==> config.mk <==
export PLATFORM = sky130hd
export DESIGN_NAME = tile_sel_sequencer
export DESIGN_NICKNAME = d
export VERILOG_FILES = /design/src/rtl/tile_sel_sequencer.sv
export SDC_FILE = /design/constraint.sdc
export NUM_CORES = 1
export LEC_CHECK = 0
export CORE_MARGIN = 2
export CORE_UTILIZATION = 55
export CTS_CLUSTER_DIAMETER = 150
export DETAILED_ROUTE_END_ITERATION = 8
export HOLD_SLACK_MARGIN = 0.08
export PLACE_DENSITY = 0.86
export SETUP_SLACK_MARGIN = 0.5
export SYNTH_ARGS = -nofsm -noshare
export SYNTH_HDL_FRONTEND = slang
export SYNTH_SLANG_ARGS = --single-unit
==> constraint.sdc <==
create_clock -name clk -period 5.2 [get_ports clk]
set_clock_uncertainty 0.1 [all_clocks]
set_input_delay 1.04 -clock clk [delete_from_list [all_inputs] [get_ports clk]]
set_output_delay 1.04 -clock clk [all_outputs]
set_load 0.05 [all_outputs]
==> src/rtl/tile_sel_sequencer.sv <==
// Tile select sequencer: switches which of four tiles is clocked and released from
// reset. A switch gates every tile for GAP_CYCLES, then clocks the new tile in reset
// for RST_CYCLES, then releases it. sel only moves while no tile clock is enabled.
module tile_sel_sequencer #(
   parameter int unsigned GAP_CYCLES = 2,
   parameter int unsigned RST_CYCLES = 4
) (
   input  logic       clk,
   input  logic       rst_n,
   input  logic [1:0] req_sel,
   input  logic       req_valid,
   output logic       req_ready,
   output logic [1:0] sel,
   output logic [3:0] tile_clk_en,
   output logic [3:0] tile_rst_n,
   output logic       active
);

   typedef enum logic [1:0] {StGate, StHold, StRun} state_e;

   localparam logic [7:0] GapLoad = 8'(GAP_CYCLES - 1);
   localparam logic [7:0] RstLoad = 8'(RST_CYCLES - 1);

   state_e     state_q, state_d;
   logic [7:0] cnt_q, cnt_d;
   logic [1:0] sel_q, sel_d;
   logic [1:0] pend_q, pend_d;
   logic [3:0] sel_onehot;

   // State register; reset starts the power-up HOLD of tile 0.
   always_ff @(posedge clk or negedge rst_n) begin
      if (!rst_n) begin
         state_q <= StHold;
         cnt_q   <= RstLoad;
         sel_q   <= 2'd0;
         pend_q  <= 2'd0;
      end else begin
         state_q <= state_d;
         cnt_q   <= cnt_d;
         sel_q   <= sel_d;
         pend_q  <= pend_d;
      end
   end

   // Next-state: accept only in RUN, then walk GATE -> HOLD -> RUN on counter expiry.
   always_comb begin
      state_d = state_q;
      cnt_d   = cnt_q;
      sel_d   = sel_q;
      pend_d  = pend_q;
      unique case (state_q)
         StRun: begin
            // A request for the already selected tile is a no-op.
            if (req_valid && (req_sel != sel_q)) begin
               pend_d  = req_sel;
               cnt_d   = GapLoad;
               state_d = StGate;
            end
         end
         StGate: begin
            if (cnt_q == 8'd0) begin
               sel_d   = pend_q;
               cnt_d   = RstLoad;
               state_d = StHold;
            end else begin
               cnt_d = cnt_q - 8'd1;
            end
         end
         StHold: begin
            if (cnt_q == 8'd0) begin
               state_d = StRun;
            end else begin
               cnt_d = cnt_q - 8'd1;
            end
         end
         default: begin
            // Unused encoding recovers through a fresh HOLD of the current tile.
            cnt_d   = RstLoad;
            state_d = StHold;
         end
      endcase
   end

   assign sel_onehot = 4'b0001 << sel_q;
   assign sel        = sel_q;

   // Outputs decode from state and sel only; rst_n masks them during reset.
   always_comb begin
      tile_clk_en = 4'b0000;
      tile_rst_n  = 4'b0000;
      active      = 1'b0;
      req_ready   = 1'b0;
      if (rst_n) begin
         unique case (state_q)
            StGate: begin
               tile_clk_en = 4'b0000;
            end
            StHold: begin
               tile_clk_en = sel_onehot;
            end
            StRun: begin
               tile_clk_en = sel_onehot;
               tile_rst_n  = sel_onehot;
               active      = 1'b1;
               req_ready   = 1'b1;
            end
            default: begin
               tile_clk_en = 4'b0000;
            end
         endcase
      end
   end

endmodule
* Word-level counts from Yosys, hierarchy flattened *
Cells that the tools add are included.
Widths: inputs -> output; s select.

word-level totals
  bits of input ports = 5
  register bits = 14
  logic and storage cells = 35
  output and inout bits = 12

operators by class
  shifts and indexed selects = 1
  mux-type cells = 14
  reductions and logical operators = 8
  equality and inequality tests = 7
  add/subtract/negate cells = 1

operators by type and width
  operator             count
  $mux 8               3
  $pmux 8 s3           1
  $mux 4               4
  $logic_not 8->1      1
  $ne 2x2->1 const B   4
  $sub 8x1->8 const B  1
  $mux 2               3
  $pmux 2 s3           1
  $reduce_and 2->1     3
  $shl 1x2->4 const A  1
  $reduce_and 3->1     1
  $eq 2x1->1 const B   1
  $eq 2x2->1 const B   1
  $logic_not 2->1      1
  $mux 1               2
  $ne 2x2->1           1
  $reduce_or 2->1      1
  $logic_and 1x1->1    1

* Depth between registers and ports, before layout *
Gate-level depths: netlist of the first run.

  word-level depth = 4
  gate-level depth with buffers = 6
  mapped depth without buffers = 6

* Least setup slack after synthesis of the first run *
Ideal clock, no wire load.

  path kind = input to output
  from = input rst_n
  to = output tile_rst_n[0]
  data arrival time = 2,184 ps
  path buffers = 0
  path slack = 1,876 ps
  stages = 2
  required time = 4,060 ps
  cell sequence = nand2_1 nor3_1

on the way
  word-level cells in the longest chain between the ends = 1

RTL lines
  item         RTL line  text
  from (decl)  9         input logic rst_n,
  $mux 4       93        if (rst_n) begin
  to (decl)    15        output logic [3:0] tile_rst_n,

Every way passes these cells.

* Final worst setup path of the first run *
Ends and elaborated chain as after synthesis.

==> impl_metrics.csv, run 1 <==
group,metric,value,unit
global_route,track_usage,21.6,%
setup_path,rr_endpoint,"cnt_q[2]$_DFFE_PN0P_",
routing,drtAntennaViolNets,0,
die,die_area,2080,um^2
global_route,grt_pass1_vias,673,
global_route,grt-ovfl-total,0,
routing,vias,773,
finish,drive_gt1_share,16.7,%
placement,place_inst,127,
pwr,vdd_drop_max,0.161,mV
setup_path,rr_startpoint,"cnt_q[0]$_DFFE_PN1P_",
finish,mostFrequentLayoutCell,"clkdlybuf4s50_1",
synthesis,synth_cells,96,
routing,dr.first_iter.drc_count,10,
synthesis,avgSynthCellArea,9.94,um^2
clock_network,clk_path_buf_depth,2,
routing,drc,0,
synthesis,ys_seq_area_share,37.1,%
min_path,min_path_cells,1,
sta,hold_viol_final,0,
clock_network,root_buffer,"clkbuf_4",
clock_network,path_clk_slew,90,ps
min_path,worstHoldStart,"pend_q[0]$_DFFE_PN0P_",
outcome,outcome,"complete, no violations",
die,start_util,57.2,%
synthesis,synth_area,955,um^2
clock_network,cts_sinks,14,
die,die_y,45.7,um
global_route,grt_max_degree,16,
pwr,combPwrFrac,6.6,%
setup_path,crit_arrival,2830,ps
synthesis,synth_ff_type,"dfrtp_1",
sta,drv_slew,0,
sta,min_period_over_period,76.4,%
pwr,p_clk_share,35.2,%
die,io_pins,17,
synthesis,syn-num-nets,107,
clock_network,cts_hold_buf,0,
min_path,holdCritPathClass,"flip-flop to flip-flop",
clock_network,cts_tree,"yes",
sta,worst-slew-pin-transition,509,ps
setup_path,start_kind,"input pin",
setup_path,critPathKind,"input pin to output port",
pwr,power_frac_seq,58.2,%
sta,max_freq,0.252,GHz
placement,dp_hpwl,1450,um
synthesis,synth.distinct_cells,35,
routing,wirelength,1950,um
sta,post-route-min-period,3970,ps
finish,antenna_cells,0,
die,coreArea,1670,um^2
placement,io_buffers,16,
synthesis,ys_warn_count,0,
clock_network,cts_resized,0,
setup_path,ff2ff_setup_slack,3040,ps
routing,via_per_inst,5.90,
pwr,power.internal,0.143,mW
clock_network,htreeDepth,1,
pwr,p_leak,0.544,nW
finish,syn2layout_area_growth,19.4,%
die,fp.dieW,45.7,um
sta,setup_viol,0,
setup_path,cp_max_fo,7,
clock_network,cts_buffers,3,
routing,routedWlPerCell,14.9,um
global_route,grt_pass1_wl,3130,um
synthesis,async_reset_ff_share,100,%
setup_path,end_kind,"output port",
finish,instances_no_fill,131,
placement,gp_congestion,0.808,
pwr,switching_share,23.4,%
die,row_count,15,
routing,dr.pass1.iters,4,
job,cap_violations,0,
pwr,p_per_area,164,nW/um^2
global_route,antenna_found_initial,0,
finish,nNetsFinal,126,
finish,n_fill_cell,129,
min_path,hold_end,"pend_q[0]$_DFFE_PN0P_",
sta,rsz0062_at_grt,"no",
setup_path,reg2reg_depth,6,
clock_network,cts_setup_buffers,0,
setup_path,crit_required,4060,ps
pwr,power.switching,0.0438,mW
finish,final_cell_mix,"16 x clkdlybuf4s50_1, 12 x nor2_1, 11 x dfrtp_1",
clock_network,clk_latency,280,ps
sta,relSlewSlack,66.0,%
synthesis,synth_edf_count,0,
sta,setup-tns-final,0,ps
synthesis,synth-seq-cells,14,
sequential cells by signal (all words and copies together) (netlist names):
signal,count
cnt_q,8
pend_q,2
sel,2
state_q,2
power by group through the flow:
| stage | clock network [mW] | logic, mW | registers [mW] |
|---|---|---|---|
| detailed placement | 0 | 0.0125 | 0.111 |
| global placement | 0 | 0.0120 | 0.111 |
| CTS | 0.0672 | 0.0124 | 0.109 |
| global route | 0.0724 | 0.0132 | 0.109 |
| finish | 0.0659 | 0.0123 | 0.109 |
| floorplan | 0 | 0.00538 | 0.111 |
kinds of logic after synthesis:
logic type	share of synthesized area, %
and+or+nand+nor	17.3
AOI/OAI and AO/OA	23.7
DFF	37.1
buffers and inverters	5.50
adders and majority gates	7.86
muxes	5.77
xor gates and xnor gates	2.75
stage by stage:
step / hold slack (ps) / instance area, um^2 / utilization, % / setup WS, ps / total power, mW
6_report: 411 / 1140 / 68.2 / 1230 / 0.187
4_1_cts: 414 / 1140 / 68.2 / 1210 / 0.189
3_5_place_dp: 393 / 1110 / 66.7 / 1220 / 0.123
2_1_floorplan: 375 / 955 / - / 1880 / 0.116
5_1_grt: 447 / 1140 / 68.2 / 1100 / 0.195
3_3_place_gp: 391 / 1110 / 66.7 / 1230 / 0.123
area by class of cell:
type                            instances  area [um^2]  share of cell area, %
Multi-Input combinational cell         73          548                   48.1
Inverter                                6         22.5                   1.98
Timing Repair Buffer                   17          168                   14.7
Tap cell                               17         21.3                   1.87
Sequential cell                        14          354                   31.1
Clock buffer                            4         26.3                   2.31
worst max-delay path by stage:
stage / startpoint / to / cells past startpoint
after detailed placement: rst_n / tile_rst_n[0] / 4
final: rst_n / tile_rst_n[0] / 4
after global placement: rst_n / tile_rst_n[0] / 4
after floorplan: rst_n / tile_rst_n[0] / 2
after global routing: rst_n / tile_rst_n[0] / 4
after CTS: rst_n / tile_rst_n[0] / 4
Yosys cell counts, types with 2 or more instances:
library cell / count / area share [%]
a21o_1: 2 / 1.6
a21oi_1: 5 / 2.6
a221o_1: 4 / 4.2
a22o_1: 5 / 4.6
buf_6: 2 / 2.4
dfrtp_1: 11 / 29
dfstp_2: 3 / 8.3
ha_1: 6 / 7.9
inv_1: 6 / 2.4
mux2_2: 4 / 4.7
nand2_1: 7 / 2.8
nor2_1: 12 / 4.7
nor3_1: 3 / 1.6
o32a_1: 2 / 2.1
or2b_1: 2 / 1.6
xor2_1: 3 / 2.8
per-layer routing:
metal  wire [um]  vias up  part of all wire [%]  track usage [%]
met5           0        -                     0                0
met3          54        4                   2.8             3.57
met2         982       12                    50             33.2
li1            -      389                     -                -
met1         872      368                    45             29.2
met4          37        0                   1.9             10.6
critical path, cell delays in order:
cell             delay (ps)
clkdlybuf4s50_1         630
nand2_1                 170
nor3_1                  160
clkdlybuf4s50_1         820
(Power assumes the default switching activity.)
==> run 2, diff against run 1 <==
Settings changed: CORE_ASPECT_RATIO from default to 1.4, CORE_UTILIZATION 55 to 46, PLACE_DENSITY 0.86 to 0.77.
Clock period 5.2 ns to 3.5 ns, I/O delays scaled along.
==> run 2 against run 1 <==
Compared with the run above:
- wire length grew 8.5%
- setup slack lost 500 ps
- clock-buffer cell count unchanged
==> impl_metrics.csv, run 2 (synthesized netlist as in run 1, its figures left out) <==
group,metric,value,unit
pwr,p_per_area,238,nW/um^2
clock_network,path_clk_slew,90,ps
clock_network,clk_path_buf_depth,2,
global_route,track_usage,19.0,%
global_route,grt_pass1_wl,3620,um
finish,mostFrequentLayoutCell,"nor2_1",
pwr,vdd_drop_max,0.200,mV
placement,pre_cts_ws,860,ps
die,fp.dieW,42.5,um
routing,vias,828,
routing,routedWlPerCell,15.6,um
finish,nNetsFinal,126,
sta,relSlewSlack,66.6,%
clock_network,cts_hold_buf,0,
global_route,grt_pass1_vias,830,
setup_path,start_kind,"flip-flop",
sta,setup-tns-final,0,ps
routing,drtAntennaViolNets,0,
placement,dpl_cell_area,1220,um^2
sta,whs,432,ps
sta,hold_viol_final,0,
finish,drive_gt1_share,26.3,%
global_route,grt_max_degree,16,
finish,largest_register_ffs,8,
setup_path,crit_required,2700,ps
sta,post-route-min-period,2770,ps
clock_network,cts_sinks,14,
setup_path,crit_arrival,1970,ps
die,die_y,57.9,um
finish,largest-register,"cnt_q",
global_route,antenna_found_initial,0,
sta,setup_viol,0,
die,die_area,2460,um^2
die,coreArea,1970,um^2
pwr,p_leak,0.598,nW
setup_path,critPathKind,"flip-flop to output port",
setup_path,end_kind,"output port",
finish,final_cell_area,1250,um^2
routing,dr.pass1.iters,4,
routing,drc,0,
sta,worst-slew-pin-transition,500,ps
clock_network,cts_buffers,3,
finish,syn2layout_area_growth,31.5,%
sta,drv_slew,0,
sta,setup_slack,728,ps
placement,io_buffers,16,
clock_network,cts_setup_buffers,0,
routing,dr.first_iter.drc_count,18,
clock_network,cts_resized,0,
clock_network,clk_latency,270,ps
die,io_pins,17,
pwr,finalPower,0.298,mW
sta,rsz0062_at_grt,"no",
finish,antenna_cells,0,
placement,dp_hpwl,1600,um
setup_path,cp_max_fo,15,
routing,via_per_inst,6.13,
min_path,holdCritPathClass,"flip-flop to flip-flop",
clock_network,cts_tree,"yes",
finish,instances_no_fill,135,
sta,min_period_over_period,79.2,%
finish,final_cell_mix,"12 x nor2_1, 11 x dfrtp_1, 10 x buf_12",
job,cap_violations,0,
die,row_count,19,
clock_network,htreeDepth,1,
sta,max_freq,0.361,GHz
outcome,outcome,"complete, no violations",
placement,gp_congestion,0.851,
finish,post-route-util,63.6,%
placement,place_inst,131,
die,start_util,48.4,%
global_route,grt-ovfl-total,0,
clock_network,root_buffer,"clkbuf_4",
routing,wirelength,2110,um
[run 2: changes by cell type in the layout (fill, tap and decap cells not counted)]
cell,before,now
buf_12,0,10
clkbuf_1,1,0
clkbuf_8,0,1
clkdlybuf4s50_1,16,6
[run 2: final timing paths]
path | start | to | slack, ps | depth (start not counted)
max | state_q[0]$_DFFE_PN1P_ | tile_rst_n[0] | 730 | 5
min | pend_q[0]$_DFFE_PN0P_ | pend_q[0]$_DFFE_PN0P_ | 430 | 1
max reg2reg | cnt_q[0]$_DFFE_PN1P_ | cnt_q[5]$_DFFE_PN0P_ | 1370 | 6
min reg2reg | pend_q[0]$_DFFE_PN0P_ | pend_q[0]$_DFFE_PN0P_ | 430 | 1
max in group asynchronous | rst_n | cnt_q[1]$_DFFE_PN1P_ | 2360 | 2
min in group asynchronous | rst_n | state_q[1]$_DFFE_PN0P_ | 700 | 2
[run 2: power breakdown]
part | internal [mW] | switching, mW
Combinational | 0.00806 | 0.0117
Sequential | 0.162 | 0
Clock | 0.0632 | 0.0535
[run 2: worst max-delay path, cell delays in order, from the launching register on]
cell and delay [ps]:
dfstp_2 390, inv_1 90, ha_1 480, nand2_1 240, nor3_1 320, buf_12 180
[run 2: metal layers]
layer / track usage, % / share of wire, %
met2: 33.8 / 52
met3: 5.30 / 5.8
met4: 7.59 / 0.99
met5: 0 / 0
met1: 21.2 / 41
[run 2: area by class of cell]
cell class	count	area (um^2)
fill	153	718
multi-input combinational	73	548
sequential	14	354
timing repair buffer	17	268
clock buffer	4	36.3
tap	21	26.3
inverter	6	22.5
